`src/rtl/wptr_full_ctrl_if.sv`:
```
// Write-side FIFO controller bundle: producer request, synced read pointer, and status/strobe back.
interface wptr_full_ctrl_if #(
    parameter int ADDRBITS = 4
);
    logic                w_en;
    logic [ADDRBITS:0]   r_syn;
    logic                ovf_clr;
    logic                w_push;
    logic [ADDRBITS-1:0] w_addr;
    logic [ADDRBITS:0]   wgrey;
    logic                w_full;
    logic                w_almost_full;
    logic [ADDRBITS:0]   w_level;
    logic                w_overflow;

    modport master (
        output w_en, r_syn, ovf_clr,
        input  w_push, w_addr, wgrey, w_full, w_almost_full, w_level, w_overflow
    );

    modport slave (
        input  w_en, r_syn, ovf_clr,
        output w_push, w_addr, wgrey, w_full, w_almost_full, w_level, w_overflow
    );
endinterface

```
`src/rtl/wptr_full_ctrl.sv`:
```
// Async FIFO write-pointer controller: Gray pointer, full/almost-full, occupancy, sticky overflow.
// Latency: w_push/w_addr combinational with w_en; pointer and flags registered on the same edge.
// Backpressure: writes while w_full are dropped (w_push=0) and latch w_overflow until ovf_clr.
module wptr_full_ctrl #(
    parameter int ADDRBITS  = 4,
    parameter int AF_THRESH = 12
) (
    input  logic             w_clk,
    input  logic             reset,
    wptr_full_ctrl_if.slave  bus
);
    localparam int PW = ADDRBITS + 1;
    localparam logic [PW-1:0] AF_LVL = PW'(AF_THRESH);

    logic [PW-1:0] wbin;
    logic [PW-1:0] wgrey_q;
    logic          full_q;
    logic          af_q;
    logic [PW-1:0] level_q;
    logic          ovf_q;

    logic          push;
    logic [PW-1:0] wbin_next;
    logic [PW-1:0] wgrey_next;
    logic [PW-1:0] rbin;
    logic [PW-1:0] level_next;
    logic          full_next;

    function automatic logic [PW-1:0] gray2bin(input logic [PW-1:0] g);
        logic [PW-1:0] b;
        b = g;
        for (int i = PW - 2; i >= 0; i--) begin
            b[i] = b[i+1] ^ g[i];
        end
        return b;
    endfunction

    assign push       = bus.w_en & ~full_q;
    assign wbin_next  = wbin + {{ADDRBITS{1'b0}}, push};
    assign wgrey_next = (wbin_next >> 1) ^ wbin_next;
    assign rbin       = gray2bin(bus.r_syn);
    assign level_next = wbin_next - rbin;
    // Full when write is exactly one lap ahead: top two Gray bits differ, rest match.
    assign full_next  = (wgrey_next == {~bus.r_syn[PW-1:PW-2], bus.r_syn[PW-3:0]});

    always_ff @(posedge w_clk or negedge reset) begin
        if (!reset) begin
            wbin    <= '0;
            wgrey_q <= '0;
            full_q  <= 1'b0;
            af_q    <= 1'b0;
            level_q <= '0;
            ovf_q   <= 1'b0;
        end else begin
            wbin    <= wbin_next;
            wgrey_q <= wgrey_next;
            full_q  <= full_next;
            af_q    <= (level_next >= AF_LVL);
            level_q <= level_next;
            if (bus.w_en & full_q) begin
                ovf_q <= 1'b1;
            end else if (bus.ovf_clr) begin
                ovf_q <= 1'b0;
            end
        end
    end

    assign bus.w_push        = push;
    assign bus.w_addr        = wbin[ADDRBITS-1:0];
    assign bus.wgrey         = wgrey_q;
    assign bus.w_full        = full_q;
    assign bus.w_almost_full = af_q;
    assign bus.w_level       = level_q;
    assign bus.w_overflow    = ovf_q;
endmodule

```
`src/flat_wrapper.sv`:
```
// flat-port wrapper written by rule: the top's interface ports become plain ports
module wptr_full_ctrl_flat 
#(
    parameter int ADDRBITS  = 4,
    parameter int AF_THRESH = 12
)
  (w_clk, reset, bus_w_en, bus_r_syn, bus_ovf_clr, bus_w_push, bus_w_addr, bus_wgrey, bus_w_full, bus_w_almost_full, bus_w_level, bus_w_overflow);
  wptr_full_ctrl_if #(.ADDRBITS(ADDRBITS)) bus_i ();
  input  logic w_clk;
  input  logic reset;
  input wire logic [$bits(bus_i.w_en)-1:0] bus_w_en;
  input wire logic [$bits(bus_i.r_syn)-1:0] bus_r_syn;
  input wire logic [$bits(bus_i.ovf_clr)-1:0] bus_ovf_clr;
  output wire logic [$bits(bus_i.w_push)-1:0] bus_w_push;
  output wire logic [$bits(bus_i.w_addr)-1:0] bus_w_addr;
  output wire logic [$bits(bus_i.wgrey)-1:0] bus_wgrey;
  output wire logic [$bits(bus_i.w_full)-1:0] bus_w_full;
  output wire logic [$bits(bus_i.w_almost_full)-1:0] bus_w_almost_full;
  output wire logic [$bits(bus_i.w_level)-1:0] bus_w_level;
  output wire logic [$bits(bus_i.w_overflow)-1:0] bus_w_overflow;
  assign bus_i.w_en = bus_w_en;
  assign bus_i.r_syn = bus_r_syn;
  assign bus_i.ovf_clr = bus_ovf_clr;
  assign bus_w_push = bus_i.w_push;
  assign bus_w_addr = bus_i.w_addr;
  assign bus_wgrey = bus_i.wgrey;
  assign bus_w_full = bus_i.w_full;
  assign bus_w_almost_full = bus_i.w_almost_full;
  assign bus_w_level = bus_i.w_level;
  assign bus_w_overflow = bus_i.w_overflow;
  wptr_full_ctrl #(.ADDRBITS(ADDRBITS), .AF_THRESH(AF_THRESH)) u_core (.w_clk(w_clk), .reset(reset), .bus(bus_i));
endmodule
```
`config.mk`:
```
export PLATFORM = sky130hd
export DESIGN_NAME = wptr_full_ctrl_flat
export DESIGN_NICKNAME = d
export VERILOG_FILES = /design/src/rtl/wptr_full_ctrl_if.sv /design/src/rtl/wptr_full_ctrl.sv /design/src/flat_wrapper.sv
export SDC_FILE = /design/constraint.sdc
export NUM_CORES = 1
export LEC_CHECK = 0
export CAP_MARGIN = 20
export CORE_UTILIZATION = 32
export DETAILED_ROUTE_END_ITERATION = 8
export PLACE_DENSITY_LB_ADDON = 0.05
export REMOVE_ABC_BUFFERS = 1
export SLEW_MARGIN = 25
export SYNTH_ARGS = -nofsm -noshare
export SYNTH_HDL_FRONTEND = slang
export SYNTH_SLANG_ARGS = --single-unit
```
`constraint.sdc`:
```
create_clock -name w_clk -period 3.8 [get_ports w_clk]
set_clock_uncertainty 0.2 [all_clocks]
set_input_delay 0.76 -clock w_clk [delete_from_list [all_inputs] [get_ports w_clk]]
set_output_delay 0.76 -clock w_clk [all_outputs]
set_load 0.03 [all_outputs]
```
==> results of run 1 <==
[registers in the layout, indices dropped and copies added (netlist names)]
name	flops
u_core.bus.w_full	1
u_core.bus.wgrey	4
u_core.bus.w_almost_full	1
u_core.wbin	5
u_core.bus.w_overflow	1
u_core.bus.w_level	5
[layout make-up]
cell class | instances | area [µm²] | area share
well taps | 31 | 38.8 | 0.0289
clock inverters | 1 | 5.00 | 0.00373
inverters | 9 | 33.8 | 0.0252
clock buffers | 3 | 22.5 | 0.0168
flip-flops and latches | 17 | 425 | 0.317
repair buffers | 35 | 328 | 0.244
multi-input cells | 55 | 489 | 0.364
[worst max-delay path: stages]
cell             delay, ps
clkdlybuf4s50_1        430
xnor2_1                240
xor2_1                 240
xor2_1                 230
xnor2_1                 90
ha_1                   220
fa_1                   420
buf_4                  160
xnor2_1                130
a31oi_1                170
or4b_1                 460
[layout by cell type (no fill, tap or decap), types with 3 or more instances in the layout]
cell type,instances
ha_1,6
dfrtp_1,17
nand3_1,4
clkbuf_4,3
nand2_1,3
clkdlybuf4s50_1,26
inv_1,9
buf_4,9
xor2_1,6
xnor2_1,12
[power by group through the flow]
stage                     clock, mW  sequential, mW  combinational (mW)
final                        0.0996           0.345                1.01
after global routing          0.116           0.357                1.10
after CTS                     0.106           0.347                1.02
after detailed placement          0           0.350                1.01
after global placement            0           0.348                1.01
after floorplan                   0           0.526               0.493
[how the worst max path moves through the flow]
| stage | start | endpoint | slack (ps) | depth (start not counted) |
|---|---|---|---|---|
| final | bus_r_syn[4] | u_core.bus.w_almost_full | 220 | 11 |
| after global routing | bus_r_syn[4] | u_core.bus.w_almost_full | 20 | 11 |
| after CTS | bus_r_syn[4] | u_core.bus.w_almost_full | 190 | 11 |
| after detailed placement | bus_r_syn[4] | u_core.bus.w_almost_full | -100 | 11 |
| after global placement | bus_r_syn[4] | u_core.bus.w_almost_full | -60 | 11 |
| after floorplan | bus_w_en | u_core.bus.w_almost_full | 180 | 9 |
[cells by family (layout without fill, tap and decap cells)]
logic type / count (synthesis) / in the layout / synth area share
xor+xnor: 22 / 22 / 0.234
flops: 17 / 17 / 0.446
mux: 1 / 1 / 0.0105
fa+ha+maj: 7 / 7 / 0.0997
simple gates: 16 / 16 / 0.0984
compound gates: 9 / 9 / 0.0709
buf+inv: 10 / 48 / 0.0407
[through the flow]
step / util / setup slack (ps) / TNS [ps] / cell area [µm²]
finish: 0.483 / 218 / 0 / 1340
global route: 0.483 / 19.0 / 0 / 1340
CTS: 0.483 / 195 / 0 / 1340
detailed placement: 0.473 / -95.8 / -95.8 / 1320
global placement: 0.473 / -59.7 / -59.7 / 1320
floorplan: - / 176 / 0 / 948
[metal layers]
metal / global-route usage / vias up / routed length, µm
li1: - / 347 / -
met1: 0.162 / 335 / 851
met2: 0.208 / 19 / 851
met3: 0.0369 / 4 / 91
met4: 0.0627 / 0 / 27
met5: 0 / - / 0
==> impl_metrics.yaml, run 1 <==
global_routing:
  grtUsageTotal: 0.131
  grt_pass1_vias: 691
  grt_overflow: 0
  grt_pass1_wl_um: 3130
  grt_max_degree: 18
  grt_antenna_before_repair: 0
power_and_ir_drop:
  power_frac_comb: 0.694
  p_sw_frac: 0.452
  pwr-share-seq: 0.238
  p_leak_nw: 0.598
  power.total_mw: 1.45
  ir_worst_vdd_mv: 0.571
  power.density_mw_per_mm2: 1080
  switchingPower_mw: 0.656
  p_int_mw: 0.795
  power_frac_clock: 0.069
run:
  maxCapViolCount: 0
sta:
  timing.hold.ws_ps: 327
  relSlewSlack: 0.459
  layout_min_cycle_time_ps: 3580
  rsz0062_at_grt: "no"
  fmax_mhz: 279
  maxSlewViolCount: 0
  fin_crit_sh: 0.943
  final_hold_viol_count: 0
  setup_viol: 0
  tightest_slew_ps: 808
placement:
  port-buffer-count: 26
  place.gp.congestion: 0.793
  placedCellCount: 147
  hpwl_um: 1440
yosys:
  synth_cells: 82
  synth-seq-cells: 17
  yosysTopAreaCell: "dfrtp_1"
  ys_types: 28
  yosysSeqAreaShare: 0.446
  ys_top_cells_by_area: "dfrtp_1 45%, xnor2_1 11%, ha_1 7.9%"
  avgSynthCellArea_um2: 11.6
  synth_flop_cell: "dfrtp_1"
  synth.cell_area_um2: 953
  synth.most_common_cell: "dfrtp_1"
  synth-edff-count: 0
  async_reset_ff_frac: 1.00
  synth.top_cell.area_share: 0.446
  synth_common_cells: "17 x dfrtp_1, 12 x xnor2_1, 9 x inv_1, 6 x ha_1, 6 x xor2_1"
  ys_warn_count: 0
clock_network:
  cts_max_level: 1
  clk-insertion-delay-late_ps: 290
  cts_tree: "built"
  post_cts_buffers: 0
  cts_made_buffers: 3
  root_buffer: "clkbuf_4"
  cts_hold_repair.buffers: 0
  clockBufferDepth: 2
  cts_sinks: 17
  postCtsResizedCells: 0
  cts.clk_slew.worst_paths_ps: 110
floorplan:
  die_w_um: 56.6
  top_level_ports: 27
  dieArea_mm2: 0.00320
  dieHeight_um: 56.6
  core_area_mm2: 0.00278
  start_util: 0.343
  rows: 19
hold_path:
  hp-class: "reg2reg"
  min_from: "u_core.bus.w_full"
  holdPathStages: 2
  hold_end: "u_core.bus.w_overflow"
run_status:
  outcome: "completed"
detailed_routing:
  drt_iter0_drc: 6
  first_pass_iters: 4
  wl_um: 1820
  viasPerCell: 4.67
  wl_per_cell_um: 12.1
  vias: 705
  antenna_left: 0
  drc: 0
worst_setup_path:
  crit_arrival_ps: 3550
  regToRegEndpoint: "u_core.bus.w_almost_full"
  r2r_slack_ps: 1020
  start_kind: "input pin"
  critical_path.max_fanout: 4
  worst_ep_required_time_ps: 3770
  path_class: "in2reg"
  end_kind: "flip-flop"
  r2r_cells: 9
  rr_startpoint: "u_core.bus.w_full"
finish:
  stdcell_count: 151
  drive_above_1_share: 0.167
  num_antenna_cells: 0
  n_fill_cell: 271
  area_growth_syn_to_layout_pct: 40.8
  fin_nets: 137
No activity file was read; power rests on OpenSTA's default activity.
==> inputs of run 2 (changes only) <==
--- a/config.mk
+++ b/config.mk
@@ -8,6 +8,7 @@
 export CAP_MARGIN = 20
 export CORE_UTILIZATION = 32
 export DETAILED_ROUTE_END_ITERATION = 8
+export GPL_ROUTABILITY_DRIVEN = 1
 export PLACE_DENSITY_LB_ADDON = 0.05
 export REMOVE_ABC_BUFFERS = 1
 export SLEW_MARGIN = 25
==> results of run 2 <==
Final layout, timing and power as in run 1 (identical DEF).
==> inputs of run 3 (changes only) <==
--- a/config.mk
+++ b/config.mk
@@ -10,7 +10,6 @@
 export DETAILED_ROUTE_END_ITERATION = 8
 export GPL_ROUTABILITY_DRIVEN = 1
 export PLACE_DENSITY_LB_ADDON = 0.05
-export REMOVE_ABC_BUFFERS = 1
 export SLEW_MARGIN = 25
 export SYNTH_ARGS = -nofsm -noshare
 export SYNTH_HDL_FRONTEND = slang
==> impl_metrics.yaml, run 3 (synthesized netlist as in run 1, its figures left out) <==
power_and_ir_drop:
  power.total_mw: 1.45
  p_sw_frac: 0.452
  p_int_mw: 0.795
  power_frac_comb: 0.694
  ir_worst_vdd_mv: 0.527
  p_leak_nw: 0.598
  switchingPower_mw: 0.656
  power_frac_clock: 0.069
  pwr-share-seq: 0.237
  power.density_mw_per_mm2: 1080
floorplan:
  dieHeight_um: 56.6
  start_util: 0.343
  rows: 19
  dieArea_mm2: 0.00320
  die_w_um: 56.6
  core_area_mm2: 0.00278
  top_level_ports: 27
clock_network:
  cts_sinks: 17
  cts_hold_repair.buffers: 0
  root_buffer: "clkbuf_4"
  postCtsResizedCells: 0
  cts.clk_slew.worst_paths_ps: 100
  clockBufferDepth: 2
  post_cts_buffers: 0
  cts_tree: "built"
  cts_made_buffers: 3
  clk-insertion-delay-late_ps: 290
  cts_max_level: 1
worst_setup_path:
  start_kind: "input pin"
  rr_startpoint: "u_core.bus.w_full"
  crit_arrival_ps: 3560
  critical_path.max_fanout: 4
  r2r_cells: 9
  path_class: "in2reg"
  worst_ep_required_time_ps: 3770
  end_kind: "flip-flop"
  r2r_slack_ps: 1030
  regToRegEndpoint: "u_core.bus.w_almost_full"
run_status:
  outcome: "completed"
detailed_routing:
  wl_per_cell_um: 11.6
  vias: 706
  viasPerCell: 4.68
  drc: 0
  antenna_left: 0
  drt_iter0_drc: 20
  wl_um: 1750
  first_pass_iters: 4
finish:
  num_antenna_cells: 0
  finish.utilization: 0.483
  drive_above_1_share: 0.167
  layout_common_cells: "26 x clkdlybuf4s50_1, 17 x dfrtp_1, 12 x xnor2_1"
  area_growth_syn_to_layout_pct: 40.8
  final_common_cell: "clkdlybuf4s50_1"
  fin_nets: 137
sta:
  maxSlewViolCount: 0
  fmax_mhz: 279
  fin_crit_sh: 0.943
  final_hold_viol_count: 0
  relSlewSlack: 0.495
  layout_min_cycle_time_ps: 3590
  rsz0062_at_grt: "no"
  tightest_slew_ps: 755
  setup_viol: 0
  finalSetupTns_ps: 0
run:
  maxCapViolCount: 0
global_routing:
  grt_overflow: 0
  grtUsageTotal: 0.129
  grt_pass1_vias: 657
  grt_antenna_before_repair: 0
  grt_pass1_wl_um: 3110
  grt_max_degree: 18
yosys:
  syn_nets: 98
placement:
  place.gp.congestion: 0.774
  port-buffer-count: 26
  hpwl_um: 1410
hold_path:
  holdPathStages: 2
  min_from: "u_core.bus.w_full"
  hold_end: "u_core.bus.w_overflow"
  hp-class: "reg2reg"
[run 3: stage by stage]
| stage | hold WS (ps) | instance area, µm² | worst slack [ps] | std cells |
|---|---|---|---|---|
| 2_1_floorplan | 264 | 953 | 176 | 82 |
| 3_3_place_gp | 306 | 1320 | -56.8 | 147 |
| 3_5_place_dp | 321 | 1320 | -114 | 147 |
| 4_1_cts | 346 | 1340 | 207 | 151 |
| 5_1_grt | 403 | 1340 | 68.2 | 151 |
| 6_report | 331 | 1340 | 215 | 151 |
[run 3: critical path, cell delays in order]
cell	delay (ps)
clkdlybuf4s50_1	430
xnor2_1	240
xor2_1	230
xor2_1	230
xnor2_1	90
ha_1	220
fa_1	430
buf_4	170
xnor2_1	130
a31oi_1	170
or4b_1	450
[run 3: power groups by stage]
stage          sequential [mW]  combinational, mW  clock (mW)
4_1_cts                  0.346               1.02       0.105
2_1_floorplan            0.517              0.507           0
3_5_place_dp             0.350               1.02           0
5_1_grt                  0.355               1.11       0.111
6_report                 0.344               1.01      0.0994
3_3_place_gp             0.348               1.01           0
[run 3: per-layer routing]
metal | routed length [µm] | share of wire | up-vias | global-route usage
met2 | 809 | 0.46 | 21 | 0.198
li1 | - | - | 348 | -
met3 | 118 | 0.067 | 2 | 0.0530
met4 | 17 | 0.0097 | 0 | 0.0418
met5 | 0 | 0 | - | 0
met1 | 808 | 0.46 | 335 | 0.165
[run 3: final cells by class]
class / instances / area [µm²]
Multi-Input combinational cell: 55 / 489
Clock buffer: 3 / 22.5
Clock inverter: 1 / 5.00
Tap cell: 31 / 38.8
Inverter: 9 / 33.8
Sequential cell: 17 / 425
Timing Repair Buffer: 35 / 328
Fill cell: 278 / 1440
[run 3: worst max path at each step]
stage / startpoint / to / slack (ps) / cells past startpoint
2_1_floorplan: bus_w_en / u_core.bus.w_almost_full / 180 / 9
3_3_place_gp: bus_r_syn[4] / u_core.bus.w_almost_full / -60 / 11
3_5_place_dp: bus_r_syn[4] / u_core.bus.w_almost_full / -110 / 11
4_1_cts: bus_r_syn[4] / u_core.bus.w_almost_full / 210 / 11
5_1_grt: bus_r_syn[4] / u_core.bus.w_almost_full / 70 / 11
6_report: bus_r_syn[4] / u_core.bus.w_almost_full / 210 / 11
